[src/rtl/seg_scan_driver.sv]
// Time-multiplexed N-digit common-anode 7-segment driver with a shadow/display
// register pair that commits only at frame boundaries.
module seg_scan_driver #(
  parameter int DIGITS      = 4,
  parameter int REFRESH_DIV = 50000,
  parameter int BLANK_CYC   = 500
) (
  input  logic                  clk,
  input  logic                  rst,
  input  logic                  load,
  input  logic [4*DIGITS-1:0]   value,
  input  logic [DIGITS-1:0]     dp,
  input  logic                  hex_mode,
  input  logic                  lz_en,
  output logic [7:0]            seg,
  output logic [DIGITS-1:0]     an,
  output logic                  frame_tick,
  output logic                  pending
);

  localparam int CNT_W = $clog2(REFRESH_DIV);
  localparam int IDX_W = (DIGITS > 1) ? $clog2(DIGITS) : 1;
  localparam logic [CNT_W-1:0] CNT_LAST = CNT_W'(REFRESH_DIV - 1);
  localparam logic [CNT_W-1:0] CNT_LIT  = CNT_W'(BLANK_CYC);
  localparam logic [IDX_W-1:0] IDX_LAST = IDX_W'(DIGITS - 1);
  localparam logic [6:0]       BLANK    = 7'b1111111;

  typedef struct packed {
    logic [4*DIGITS-1:0] value;
    logic [DIGITS-1:0]   dp;
    logic                hex_mode;
    logic                lz_en;
  } disp_t;

  disp_t              shadow_q, disp_q, load_w;
  logic [CNT_W-1:0]   cnt_q, cnt_d;
  logic [IDX_W-1:0]   idx_q, idx_d;
  logic               pending_q, frame_end_q, frame_tick_q;
  logic [7:0]         seg_q, seg_d;
  logic [DIGITS-1:0]  an_q, an_d;
  logic               frame_end;
  logic [DIGITS-1:0]  lz_blank;
  logic               zero_run;
  logic [3:0]         sel_nib;
  logic               sel_dp, sel_lz;

  function automatic logic [6:0] glyph(input logic [3:0] code, input logic hex);
    case (code)
      4'h0:    glyph = 7'b1000000;
      4'h1:    glyph = 7'b1111001;
      4'h2:    glyph = 7'b0100100;
      4'h3:    glyph = 7'b0110000;
      4'h4:    glyph = 7'b0011001;
      4'h5:    glyph = 7'b0010010;
      4'h6:    glyph = 7'b0000010;
      4'h7:    glyph = 7'b1111000;
      4'h8:    glyph = 7'b0000000;
      4'h9:    glyph = 7'b0010000;
      4'hA:    glyph = hex ? 7'b0001000 : BLANK;
      4'hB:    glyph = hex ? 7'b0000011 : BLANK;
      4'hC:    glyph = hex ? 7'b1000110 : BLANK;
      4'hD:    glyph = hex ? 7'b0100001 : BLANK;
      4'hE:    glyph = hex ? 7'b0000110 : BLANK;
      default: glyph = hex ? 7'b0001110 : BLANK;
    endcase
  endfunction

  assign load_w    = {value, dp, hex_mode, lz_en};
  assign frame_end = (idx_q == IDX_LAST) && (cnt_q == CNT_LAST);

  // NOTE: every always_comb output gets a default first so no latch is inferred.
  always_comb begin
    cnt_d = cnt_q + 1'b1;
    idx_d = idx_q;
    if (cnt_q == CNT_LAST) begin
      cnt_d = '0;
      idx_d = (idx_q == IDX_LAST) ? '0 : idx_q + 1'b1;
    end
  end

  // Leading-zero blanking scans down from the top digit; digit 0 is never blanked.
  // NOTE: blocking assignments are correct here: zero_run is a running value within one evaluation.
  always_comb begin
    zero_run = 1'b1;
    lz_blank = '0;
    for (int i = DIGITS - 1; i >= 1; i--) begin
      zero_run    = zero_run & (disp_q.value[4*i +: 4] == 4'h0);
      lz_blank[i] = disp_q.lz_en & zero_run;
    end
  end

  always_comb begin
    sel_nib = 4'h0;
    sel_dp  = 1'b0;
    sel_lz  = 1'b0;
    an_d    = '1;
    seg_d   = 8'hFF;
    for (int i = 0; i < DIGITS; i++) begin
      if (idx_q == IDX_W'(i)) begin
        sel_nib = disp_q.value[4*i +: 4];
        sel_dp  = disp_q.dp[i];
        sel_lz  = lz_blank[i];
      end
    end
    if (cnt_q >= CNT_LIT) begin
      for (int i = 0; i < DIGITS; i++) an_d[i] = (idx_q != IDX_W'(i));
      seg_d = {~sel_dp, sel_lz ? BLANK : glyph(sel_nib, disp_q.hex_mode)};
    end
  end

  // NOTE: sequential state uses non-blocking assignments so all registers update together.
  always_ff @(posedge clk or posedge rst) begin
    if (rst) begin
      cnt_q        <= '0;
      idx_q        <= '0;
      shadow_q     <= '0;
      disp_q       <= '0;
      pending_q    <= 1'b0;
      frame_end_q  <= 1'b0;
      frame_tick_q <= 1'b0;
      seg_q        <= 8'hFF;
      an_q         <= '1;
    end else begin
      cnt_q        <= cnt_d;
      idx_q        <= idx_d;
      seg_q        <= seg_d;
      an_q         <= an_d;
      // frame_tick lines up with the first blanked output of digit 0.
      frame_end_q  <= frame_end;
      frame_tick_q <= frame_end_q;
      if (load) shadow_q <= load_w;
      if (frame_end && load)           disp_q <= load_w;
      else if (frame_end && pending_q) disp_q <= shadow_q;
      if (frame_end)  pending_q <= 1'b0;
      else if (load)  pending_q <= 1'b1;
    end
  end

  assign seg        = seg_q;
  assign an         = an_q;
  assign frame_tick = frame_tick_q;
  assign pending    = pending_q;

endmodule

[config.mk]
export PLATFORM = sky130hd
export DESIGN_NAME = seg_scan_driver
export DESIGN_NICKNAME = d
export VERILOG_FILES = /design/src/rtl/seg_scan_driver.sv
export SDC_FILE = /design/constraint.sdc
export NUM_CORES = 1
export LEC_CHECK = 0
export CORE_MARGIN = 4
export CORE_UTILIZATION = 40
export DETAILED_ROUTE_END_ITERATION = 7
export GPL_TIMING_DRIVEN = 0
export PLACE_DENSITY = 0.72
export RECOVER_POWER = 25
export SLEW_MARGIN = 20
export SYNTH_ARGS = -nofsm -noshare
export SYNTH_HDL_FRONTEND = slang
export SYNTH_SLANG_ARGS = --single-unit
export TNS_END_PERCENT = 5
[constraint.sdc]
create_clock -name clk -period 2.5 [get_ports clk]
set_input_delay 0.5 -clock clk [delete_from_list [all_inputs] [get_ports clk]]
set_output_delay 0.5 -clock clk [all_outputs]
set_load 0.05 [all_outputs]
; ---- Yosys cells after proc, flatten, opt, wreduce, memory -nomap -nowiden
; Index checks and enable logic that the tools add are counted.
[op_classes]
order_cmp = 1
add_sub_neg = 2
bitwise_logic = 6
mux = 27
reduce_logical = 11
n_eq_ne = 21
[op_table]
columns = op, count
row1 = case mux 7 bit (15 select lines), 1
row2 = 2-to-1 mux 22 bit, 2
row3 = 2-to-1 mux 7 bit, 6
row4 = "== test 4 bit, second input constant", 7
row5 = 2-to-1 mux 4 bit, 5
row6 = "adder 16 x 1 -> 16 bit, second input constant", 1
row7 = "== test 16 bit, second input constant", 1
row8 = "== test 4 x 3 -> 1 bit, second input constant", 4
row9 = ">= comparator 16 x 9 -> 1 bit, second input constant", 1
row10 = logical NOT 4 bit, 4
row11 = 2-to-1 mux 16 bit, 1
row12 = 2-to-1 mux 1 bit, 9
row13 = "== test 4 x 2 -> 1 bit, second input constant", 2
row14 = 2-to-1 mux 8 bit, 1
row15 = 2-to-1 mux 6 bit, 1
row16 = nonzero test 2 bit, 3
row17 = AND 1 bit, 5
row18 = "== test 2 bit, second input constant", 2
row19 = "== test 4 x 1 -> 1 bit, second input constant", 1
row20 = "!= test 2 bit, second input constant", 2
row21 = logical AND 1 bit, 3
row22 = "adder 2 x 1 -> 2 bit, second input constant", 1
row23 = "== test 2 x 1 -> 1 bit, second input constant", 1
row24 = logical NOT 2 bit, 1
row25 = 3 further kinds, 3
[totals]
output_inout_bits = 14
in_bits = 25
ff_bits = 77
elab_cells = 83

; ---- Longest topological paths before layout
[depth]
depth_word = 9
ltp_mapped = 9
ltp_nobuf = 7

; ---- Worst setup path before layout
; Ideal clock, no wire load.
[synth_path]
path_kind = flip-flop to flip-flop
from = register idx_q[0]
to = register seg_q[0], in the netlist seg[0]
n_path_buf = 1
synth_period_minus_slack_ns = 2.169
path_stages_with_launch = 9
slack_ns = 0.331
required_time_ns = 2.438
arrival_ns = 2.106
setup_ns = 0.062
cell_sequence = dfrtp_1 inv_1 ha_1 clkbuf_1 a211oi_1 a211oi_1 mux2i_1 a222oi_1 nand2b_1
[synth_between]
elab_chain_len = 9
elab_cells_between_ends = 29
cone_classes = eq/ne: 17 / mux: 10 / reduce/logical: 2
[synth_lines]
columns = element, line
row1 = "start, declared", 37  ; logic [IDX_W-1:0] idx_q, idx_d;
row2 = "start signal, assigned", 125  ; idx_q <= idx_d;
row3 = logical NOT 2 bit, 99  ; if (idx_q == IDX_W'(i)) begin
row4 = 2-to-1 mux 4 bit (4 in a row), 99
row5 = "== test 4 bit, or another cell as far along", 48  ; case (code)
row6 = case mux 7 bit (15 select lines), 48
row7 = 2-to-1 mux 7 bit (*), 107  ; seg_d = {~sel_dp, sel_lz ? BLANK : glyph(sel_nib, disp_q.hex_mode)};
row8 = 2-to-1 mux 8 bit (*), 105  ; if (cnt_q >= CNT_LIT) begin
row9 = named net seg_d[0], 39  ; logic [7:0] seg_q, seg_d;
row10 = "end signal, assigned", 126  ; seg_q <= seg_d;
row11 = "end, declared", 39
; The timed path passes the listed nets; every way through them passes the cells marked *.
; A chain may end at the register's enable or synchronous reset.

; ---- Final worst setup path
[layout_path]
from = register idx_q[0]
to = register seg_q[1], in the netlist seg[1]
; Same word-level chain as after synthesis.

==> impl.org <==
** STA
- The final number of max-transition violations was 0.
- For the final database, setup skew stands at 0.0112 ns.
- Number of hold violations in the final report :: 0
- Max Freq :: 0.448 GHz
- For the finished layout, the period the worst path requires is 2.23 ns.
- Setup violations remaining at the end of the flow were counted as 0.
- At the pin with the least slew margin, the transition time is 0.824 ns.
- RSZ-0062 raised after global routing :: false
- Once routing completed, OpenROAD measured the worst setup slack at 0.266 ns.
- Headroom to the max-slew limit :: 44.5%
- Final period utilization :: 89.4%

** Clock tree
- In this run the deepest clock path goes through 2 buffers.
- Once the clock tree was built, the setup fixing pass inserted 0 buffers.
- Cell at the root of the clock tree :: sky130_fd_sc_hd__clkbuf_8
- After clock tree synthesis, the clock-pin slew on the worst setup and hold paths is 0.08 ns.
- CTS Buf Count :: 9
- TritonCTS clock tree :: built
- Worst-Skew Late Latency :: 0.35 ns
- CTS Sinks :: 77
- The H-tree was split into 3 levels.

** Critical path
- In this run the critical register-to-register path is captured at seg[1]$_DFF_PP1_.
- Startpoint type of the worst setup path :: flip-flop
- In this run the register-to-register setup slack is 0.27 ns.
- The signal on the critical path passes through ha_1 > clkbuf_2 > nand3b_1 > a211o_1 > or3_1 > a21oi_1 > o21ai_0.
- Critical path's slowest cell :: sky130_fd_sc_hd__dfrtp_1
- STA classifies the critical path endpoint as a flip-flop.
- For the worst flop-to-flop path, the logic depth is 7.
- At the worst endpoint, the arrival time is 2.48 ns.
- Crit Path Category :: flip-flop to flip-flop
- The worst register-to-register path begins at idx_q[0]$_DFFE_PP0N_.
- Data on the critical path is required at its endpoint by 2.75 ns.
- Crit path largest cell delay :: 0.43 ns
- Maximum fanout encountered on the critical timing path :: 10

** Yosys
- Cell taking the most area after synthesis :: sky130_fd_sc_hd__dfrtp_1
- Sequential cells were found to cover 54.6% of the synthesized design area.
- Cell with the most instances after synthesis :: sky130_fd_sc_hd__dfrtp_1
- Top-area cell type share of the netlist area :: 45.7%
- Net count after synthesis :: 321
- Fraction of the mapped netlist area in simple logic gates :: 12.7%
- Counting instances in the post-synthesis netlist gives the leading cell types as sky130_fd_sc_hd__dfrtp_1, sky130_fd_sc_hd__mux2_2, sky130_fd_sc_hd__nand2_1, sky130_fd_sc_hd__mux2_4, sky130_fd_sc_hd__o21ai_0.
- For this run, the number of Yosys warnings is 0.
- Of the total synthesized cell area, the portion taken by full adders, half adders and majority gates is 2.11%.
- Counting flops with an async set or reset pin after synthesis yields a share of 100%.
- Number of enable flip-flop cells after synthesis :: 0
- XOR/XNOR Fraction of Synth Area :: 2.71%
- Flip-flop and latch count after synthesis :: 77
- Dominant combinational cell family by area after synthesis :: multiplexers
- In this run the cell area of the synthesized design comes to 0.00356 sq mm.
- Commonest register cell after synthesis :: sky130_fd_sc_hd__dfrtp_1
- Synthesized-area fraction occupied by ao, oa, aoi and oai cells :: 8.80%
- Mean post-synth cell area :: 12.3 sq um
- Gate count of the mapped netlist :: 290
- The portion of synthesized area spent on multiplexers is 16.3%.
- Sorting the synthesized cells by area gives the leading types as sky130_fd_sc_hd__dfrtp_1, sky130_fd_sc_hd__dfstp_2, sky130_fd_sc_hd__mux2_4.
- Unique masters post-synth :: 43

** Cells and area
- After filler insertion, the fill cell instance count of the layout stands at 768.
- Compared with the post-synthesis result, the final layout area differs by 20.5%.
- The number of antenna diodes in the final layout is 0.
- The net count of the finished layout is 370.
- Share of post-route cells with drive strength above 1 :: 25.3%
- The count of cells in the finished layout, fillers not included, comes to 452.
- Across the whole layout, storage elements account for 0.00194 sq mm.
- The multi-input combinational cells in the finished layout cover a total of 0.00154 sq mm.

** Power
- Lkg Pwr :: 0.00190 uW
- Power Density :: 535 mW/mm^2
- Max VDD drop :: 0.000257 V

** Min path
- In this run the most critical hold path is launched from frame_end_q$_DFF_PP0_.
- Type of the most critical hold path :: flip-flop to flip-flop
- Hold Path Depth :: 0
- The path with the worst hold slack has its endpoint at frame_tick$_DFF_PP0_.

** Drt
- Wire length after detailed routing :: 6770 microns
- After detailed routing, the number of remaining DRC violations is 0.
- In the final routed layout, each cell accounts on average for 15.0 microns.
- Summing over every cut layer, the via total after detailed routing is 2359.
- First-pass detailed-route iteration total :: 4
- After detailed routing, the number of vias per cell comes to 5.22.
- The detail route stage leaves a number of antenna-violating nets equal to 0.
- The detailed router finished its first iteration with 105 violations.

** Placed design
- During placement, the flow inserted port buffers numbering 37.
- Number of placed instances, taps included :: 436
- At the end of routability-driven placement, the weighted congestion stood at 0.838.
- HPWL Detailed :: 4880 microns
- OpenSTA, run right after detailed placement, puts the worst setup slack at -0.145 ns.

** GRT
- Across every metal layer, demand over resource in global routing totals 14.2%.
- Number of global-route vias before repair :: 2450
- The initial antenna violation count is 0.
- The first global-routing pass estimated 11700 microns of wire.
- For this run the aggregate overflow at the end of global routing stands at 0.
- Maximum number of pins on one net before global-route repair :: 62

** Outcome
- The flow ran to the end, and the final reports show no timing, DRC or antenna violations.

** Floorplanning
- Die span in x :: 102 microns
- The die covers 0.0105 sq mm.
- Starting utilization of the core area :: 41.0%
- Top-Level Pins :: 39
- Placement row count :: 34
- Height of the die :: 102 microns
- The core region is 0.00868 sq mm.

** Flow run
- The tool flagged a number of max-cap violations equal to 0.
==> how the worst max path moves through the flow <==
stage                                     from                       end  cells past startpoint
after floorplan                            rst        cnt_q[0]$_DFF_PP0_                      1
after global placement                     rst  shadow_q[18]$_DFFE_PP0P_                      2
after detailed placement  idx_q[0]$_DFFE_PP0N_          seg[0]$_DFF_PP1_                      8
after CTS                 idx_q[0]$_DFFE_PP0N_          seg[0]$_DFF_PP1_                      9
after global routing      idx_q[0]$_DFFE_PP0N_          seg[0]$_DFF_PP1_                      8
final                     idx_q[0]$_DFFE_PP0N_          seg[1]$_DFF_PP1_                      7
==> metrics by stage <==
| stage | TNS, ns | hold WS (ns) | util [%] | instance area (sq um) | power (uW) |
|---|---|---|---|---|---|
| global placement | -76.00 | 0.333 | 46.8 | 4060 | 1430 |
| CTS | 0 | 0.362 | 49.4 | 4280 | 2330 |
| finish | 0 | 0.360 | 49.4 | 4280 | 2290 |
| detailed placement | -0.258 | 0.345 | 47.1 | 4090 | 1440 |
| global route | 0 | 0.373 | 49.4 | 4280 | 2390 |
| floorplan | 0 | 0.331 | - | 3560 | 1380 |
==> worst max-delay path, delay by kind of cell (launching register included) <==
kind / cells / cell delay [ns]
AND/OR/NAND/NOR: 2 / 0.61
flip-flops: 1 / 0.43
buffers and inverters: 1 / 0.19
adder cells (fa/ha/maj): 1 / 0.26
AO/OA/AOI/OAI: 3 / 0.65
==> cells in the final DEF, fill, tap and decap left out, types with 6 or more instances in the layout <==
master / n
sky130_fd_sc_hd__nor2_1: 11
sky130_fd_sc_hd__nor2b_1: 6
sky130_fd_sc_hd__clkbuf_8: 12
sky130_fd_sc_hd__o21ai_0: 16
sky130_fd_sc_hd__a211oi_1: 6
sky130_fd_sc_hd__ha_1: 6
sky130_fd_sc_hd__a21oi_1: 10
sky130_fd_sc_hd__mux2_2: 22
sky130_fd_sc_hd__inv_1: 6
sky130_fd_sc_hd__xor2_1: 6
sky130_fd_sc_hd__mux2_4: 20
sky130_fd_sc_hd__clkbuf_1: 6
sky130_fd_sc_hd__dfstp_2: 12
sky130_fd_sc_hd__dfrtp_1: 65
sky130_fd_sc_hd__nand2_1: 23
sky130_fd_sc_hd__nand3b_1: 6
sky130_fd_sc_hd__clkdlybuf4s50_1: 35
==> cells by family after synthesis <==
kind of cell             count (synthesis)
multiplexers                            45
buffers and inverters                   21
flip-flops                              77
AND/OR/NAND/NOR                         81
AO/OA/AOI/OAI                           49
XOR/XNOR                                11
adder cells (fa/ha/maj)                  6
==> power breakdown <==
group / internal (uW) / switching (uW)
Sequential: 1280 / 8.16
Combinational: 65.3 / 54.9
Clock: 441 / 442
==> final cells by class <==
class                   count  area share (%)
multi-input cells         192            35.9
well taps                 108            3.15
flip-flops and latches     77            45.3
clock buffers              13            3.94
clock inverters             3           0.438
repair buffers             38            8.82
plain buffers              14            1.75
inverters                   7           0.643
==> per-layer routing <==
metal	up-vias	GRT usage (%)	wire length, microns
li1	1132	-	-
met1	1172	17.7	3100
met2	41	23.5	3320
met3	14	3.62	235
met4	0	6.16	114
met5	-	0	0
==> timing repair <==
item / 4_1_cts / 5_1_grt
resized for setup: 1 / 9
hold buffers: 0 / 0
hold endpoints to repair: 0 / 0
pin swaps: 0 / 1
endpoints found under the setup margin: 3 / 7
==> state kept, by name (all words and copies together) (netlist names) <==
name         cells
an               4
cnt_q           16
frame_end_q      1
idx_q            2
seg              8
shadow_q        22
frame_tick       1
pending          1
disp_q          22
Power figures use the tool's default switching activity.
==> patch 1: new RTL, same settings <==
Change the parameter `DIGITS` from 4 to 8.
--- a/src/rtl/seg_scan_driver.sv
+++ b/src/rtl/seg_scan_driver.sv
@@ -1,7 +1,7 @@
 // Time-multiplexed N-digit common-anode 7-segment driver with a shadow/display
 // register pair that commits only at frame boundaries.
 module seg_scan_driver #(
-  parameter int DIGITS      = 4,
+  parameter int DIGITS      = 8,
   parameter int REFRESH_DIV = 50000,
   parameter int BLANK_CYC   = 500
 ) (
Ports: changed (resized an, dp and value); port bits go from 39 to 63. The function was not compared with the original's and may differ.
==> patch 1 against the original RTL <==
  * Cell area rose by 70%
  * Setup slack got worse by 220 ps
  * Sequential share of layout area fell by 3.1 points
  * Synthesized cell count rose by 59%
  * Area after synthesis rose by 60%
  * Total power rose by 96%
  * Wire length rose by 89%
  * Sequential cell count rose by 45
  * Clock skew rose by 2.7 ps
  * Critical endpoint is now seg[3]
==> patch 1: results (changes against the original RTL) <==
{| class="wikitable"
! Metric !! Value
|-
| Vias/cell || 5.22 (about the same)
|-
| DRT Wirelength || 12.8 mm (+89%)
|-
| Vias in the first global route || 4,035 (+65%)
|-
| Synthesized instance count || 461 (+59%)
|-
| Maximum level of the CTS H-tree || 4 (+1)
|-
| Pin count of the biggest net entering global routing || 39 (-37%)
|-
| Layout cells sized above 1 || 31.3% (+6.0 points)
|-
| Number of antenna repair diodes || 0 (unchanged)
|-
| Met1 track demand over resource in global routing || 21.3% (+3.5 points)
|-
| Outcome || completed
|-
| HPWL after detailed placement || 9.08 mm (+86%)
|-
| Number of DRC markers after the initial detailed-route iteration || 211 (+100%)
|-
| Fraction of met3 tracks used by global routing || 4.56% (+0.94 points)
|-
| Share of synthesized area occupied by flip-flops and latches || 53.9% (-0.68 points)
|-
| Post-detailed-placement cell area || 6600 um2 (+61%)
|-
| Syn nets || 514 (+60%)
|-
| First-pass GRT wire length || 20.9 mm (+79%)
|-
| Detailed-routed wire length on met3 || 503 um (+110%)
|-
| Worst-case clock skew || 13.9 ps (+2.74 ps)
|-
| Normalized max-slew margin || 40.3% (-4.2 points)
|-
| Power density over the cells || 616 nW/um2 (+15%)
|-
| Max rail drop VDD || 354 uV (+37%)
|-
| Metal-1 WL || 5.85 mm (+89%)
|-
| Net count reported at finish || 602 (+63%)
|-
| Placed Instances || 705 (+62%)
|-
| Largest registers || disp_q x42, shadow_q x42, cnt_q x16
|-
| Delay contributed by the slowest stage of the critical path || 400 ps (-30 ps)
|-
| Synth unique cells || 60 (+40%)
|-
| Commonest cells post-synth || dfrtp_1, mux2_2, mux2_4, nor2_1, nand2_1
|-
| Library cell used as clock root buffer || clkbuf_16
|-
| Initial antenna violation count || 0 (unchanged)
|-
| CTS Buf Count || 17 (+8)
|-
| M2 GR Usage || 26.3% (+2.8 points)
|-
| Amount of wire on met2 after detailed routing || 6.23 mm (+88%)
|-
| Reported leakage power || 3.24 nW (+70%)
|-
| Overall track demand over capacity in global routing || 16.4% (+2.2 points)
|-
| Routed vias || 3,871 (+64%)
|-
| Leading post-synthesis cells by cell area || dfrtp_1, mux2_4, mux2_2
|-
| Worst setup slack after placement || -469 ps (-324 ps)
|-
| Number of buffers on the longest clock path || 2 (unchanged)
|}
-- patch 1: report_power, final --
part / switching, mW / total [mW] / internal [mW]
Combinational: 0.105 / 0.233 / 0.128
Sequential: 0.0173 / 2.06 / 2.05
Clock: 0.815 / 2.19 / 1.38
-- patch 1: area by class of cell --
type	count	share of cell area, %
Sequential cell	122	42.2
Multi-Input combinational cell	296	34.7
Timing Repair Buffer	70	9.41
Clock buffer	23	6.29
Tap cell	180	3.09
Buffer	23	2.25
Inverter	19	1.06
Clock inverter	9	1.03
-- patch 1: kinds of logic after synthesis --
kind of cell	after synthesis	synth area share [%]
compound gates	78	9.75
xor+xnor	15	2.31
fa+ha+maj	8	1.76
buf+inv	43	3.75
flops	122	53.9
mux	83	19.0
simple gates	112	9.49
-- patch 1: worst paths after layout --
kind | endpoint | slack, ps | cells after the start | start
worst max-delay path | seg[3] | 50 | 12 | idx_q[0]
min in group asynchronous | shadow_q[23] | 620 | 2 | rst
worst min register to register | frame_tick | 340 | 0 | frame_end_q
worst max register to register | seg[3] | 50 | 12 | idx_q[0]
max in group asynchronous | seg[1] | 430 | 4 | rst
worst min-delay path | frame_tick | 340 | 0 | frame_end_q
-- patch 1: worst max-delay path: cells and delay by family, from the launching register on --
kind | cells | cell delay (ps)
AO/OA/AOI/OAI | 5 | 830
XOR/XNOR | 1 | 110
adder cells (fa/ha/maj) | 1 | 180
buffers and inverters | 4 | 560
flip-flops | 1 | 400
AND/OR/NAND/NOR | 1 | 310
-- patch 1: what timing repair did --
item                                    in CTS  in global routing
endpoints found under the setup margin       8                  8
setup buffers                                6                  0
gates resized for setup                     19                 25
pin swaps                                    5                  7
==> patch 2: new RTL, same flow settings <==
Without the edit above. Register the input `load` before use. The logic sees it one clock later. The other inputs are not delayed to match.
--- a/src/rtl/seg_scan_driver.sv
+++ b/src/rtl/seg_scan_driver.sv
@@ -31,6 +31,12 @@
     logic                hex_mode;
     logic                lz_en;
   } disp_t;
+
+  logic load_q;
+
+  always_ff @(posedge clk) begin
+    load_q <= load;
+  end
 
   disp_t              shadow_q, disp_q, load_w;
   logic [CNT_W-1:0]   cnt_q, cnt_d;
@@ -128,11 +134,11 @@
       // frame_tick lines up with the first blanked output of digit 0.
       frame_end_q  <= frame_end;
       frame_tick_q <= frame_end_q;
-      if (load) shadow_q <= load_w;
-      if (frame_end && load)           disp_q <= load_w;
+      if (load_q) shadow_q <= load_w;
+      if (frame_end && load_q)           disp_q <= load_w;
       else if (frame_end && pending_q) disp_q <= shadow_q;
       if (frame_end)  pending_q <= 1'b0;
-      else if (load)  pending_q <= 1'b1;
+      else if (load_q)  pending_q <= 1'b1;
     end
   end
 
Check against the original RTL: not equivalent (a bounded check fails within 4 cycles, from zero or initial values and one cycle with rst high).
==> patch 2 against the original RTL <==
  * Sequential share of layout area down 0.39 points
  * Area after synthesis grew 0.25%
  * Global-route usage shrank 0.48 points
  * Cell area increased by 1.9%
  * Critical endpoint is now seg[0]
  * Setup slack worse by 100 ps
  * Via count down 1.3%
  * Wire length fell by 0.53%
  * Worst hold slack worse by 5.3 ps
  * Total power increased by 13%
  * Critical path depth grew 1
  * Maximum frequency down 4.5%
  * Sequential cell count up 1
==> patch 2: results (changes against the original RTL) <==
{| class="wikitable"
! Metric !! Value
|-
| Final Wtd Congestion || 0.802 (-4.3%)
|-
| Net count reported at finish || 369 (-0.27%)
|-
| Leading post-synthesis cells by cell area || dfrtp_1, dfstp_2, mux2_4
|-
| CTS Buf Count || 9 (unchanged)
|-
| Launch instance of the worst min-delay path || frame_end_q
|-
| Initial antenna violation count || 0 (unchanged)
|-
| Pin count of the biggest net entering global routing || 61 (-1.6%)
|-
| Syn nets || 319 (-0.62%)
|-
| Slowest stage cell, crit path || a211oi_1
|-
| Total of cells resized after clock tree synthesis || 0 (-1)
|-
| Synth Flop Type || dfrtp_1
|-
| Overall track demand over capacity in global routing || 13.8% (-0.48 points)
|-
| Routed vias || 2,328 (-1.3%)
|-
| Maximum net fanout on the critical path || 10 (unchanged)
|-
| First-pass GRT wire length || 11.2 mm (-4.6%)
|-
| Commonest cells post-synth || dfrtp_1, mux2_2, mux2_4, nor2_1, nand2_1
|-
| Worst Tran Pin Value || 971 ps (+147 ps)
|-
| Post-CTS setup buffers || 0 (unchanged)
|-
| CTS clock-pin slew for the worst setup and hold paths || 80 ps (about the same)
|-
| Outcome || completed
|-
| Hold Path Cell Cnt || 0 (unchanged)
|-
| Arrival @ worst endpoint || 2620 ps (+140 ps)
|-
| Register-to-Register Setup Slack || 160 ps (-100 ps)
|-
| Synth unique cells || 45 (+4.7%)
|-
| Synthesized instance count || 288 (-0.69%)
|-
| Count of warnings emitted by yosys || 0 (unchanged)
|-
| Top cell family by delay on the critical path || compound AO/OA/AOI/OAI gates
|-
| Critical R2R Capture || seg[0]
|-
| Reported leakage power || 1.92 nW (+0.89%)
|-
| Worst-case clock skew || 11.7 ps (+0.593 ps)
|-
| Cells on worst reg2reg path || 8 (+1)
|-
| Non-filler instance count after layout || 451 (-0.22%)
|-
| Library cell used as clock root buffer || clkbuf_8
|-
| PortBufs || 38 (+2.7%)
|-
| Start of the worst register-to-register path || idx_q[0]
|-
| Async set or reset register ratio after synthesis || 98.7% (-1.3 points)
|-
| Switching power share of the total || 19.2% (-2.8 points)
|-
| Path class of the lowest-slack min-delay path || reg2reg
|-
| Average wire per standard cell || 14.9 um (-0.31%)
|-
| Delay contributed by the slowest stage of the critical path || 410 ps (-20 ps)
|-
| Vias in the first global route || 2,400 (-2.0%)
|-
| HPWL after detailed placement || 4.90 mm (+0.43%)
|-
| Number of buffers on the longest clock path || 2 (unchanged)
|-
| Post-detailed-placement cell area || 4110 um2 (+0.46%)
|-
| Number of DRC markers after the initial detailed-route iteration || 55 (-48%)
|-
| Share of synthesized area occupied by flip-flops and latches || 55.0% (+0.43 points)
|-
| Layout cells sized above 1 || 25.1% (-0.22 points)
|-
| First drt pass iteration count || 4 (unchanged)
|-
| Placed Instances || 435 (-0.23%)
|-
| Max rail drop VDD || 280 uV (+8.9%)
|}
[patch 2: cell types whose count changed in the layout (fill, tap and decap cells not counted), sizes merged, moves of 4 or more]
cell / delta
nor2b: -4
nor2: +9
nand2: -7
nand3: +6
o21ai: -5
a211o: -4
[patch 2: layout make-up]
cell class                      instances  area (um2)
Clock buffer                           13         159
Tap cell                              108         135
Inverter                               10        38.8
Multi-Input combinational cell        188        1530
Clock inverter                          3        90.1
Buffer                                 12        67.6
Timing Repair Buffer                   39         388
Sequential cell                        78        1960
Fill cell                             768        4310
[patch 2: worst max path at each step]
stage,slack [ps],cells after the start,startpoint,end
final,160,8,idx_q[0],seg[0]
after global routing,30,9,idx_q[0],seg[6]
after CTS,30,9,idx_q[0],seg[1]
after detailed placement,40,9,idx_q[0],seg[1]
after global placement,-1130,2,rst,shadow_q[6]
after floorplan,50,1,rst,cnt_q[0]
[patch 2: power by group through the flow]
| stage | Clock [mW] | Sequential, mW | Combinational [mW] |
|---|---|---|---|
| 6_report | 1.15 | 1.31 | 0.120 |
| 5_1_grt | 1.23 | 1.31 | 0.135 |
| 4_1_cts | 1.17 | 1.31 | 0.131 |
| 2_1_floorplan | 0 | 1.33 | 0.0685 |
| 3_3_place_gp | 0 | 1.33 | 0.122 |
| 3_5_place_dp | 0 | 1.33 | 0.131 |
[patch 2: cells by family (layout without fill, tap and decap cells)]
group	count (synthesis)	count (layout)	synth area share [%]
simple gates	81	81	12.2
fa+ha+maj	6	6	2.11
xor+xnor	15	15	3.69
mux	45	45	16.3
compound gates	41	41	7.90
buf+inv	22	77	2.81
flops	78	78	55.0
[patch 2: metal layers]
metal	share of wire, %	GRT usage (%)	vias up
met3	3.6	5.19	7
li1	-	-	1124
met2	52	23.5	32
met4	0.98	3.03	0
met1	43	16.6	1165
met5	0	0	-
[patch 2: per-stage QoR]
| step | hold slack [ps] | power (mW) | setup slack, ps | util, % |
|---|---|---|---|---|
| 4_1_cts | 357 | 2.61 | 33.2 | 50.2 |
| 3_5_place_dp | 339 | 1.46 | 41.1 | 47.4 |
| 5_1_grt | 369 | 2.68 | 25.5 | 50.3 |
| 6_report | 354 | 2.58 | 162 | 50.3 |
| 2_1_floorplan | 331 | 1.40 | 53.2 | - |
| 3_3_place_gp | 340 | 1.45 | -1130 | 47.0 |
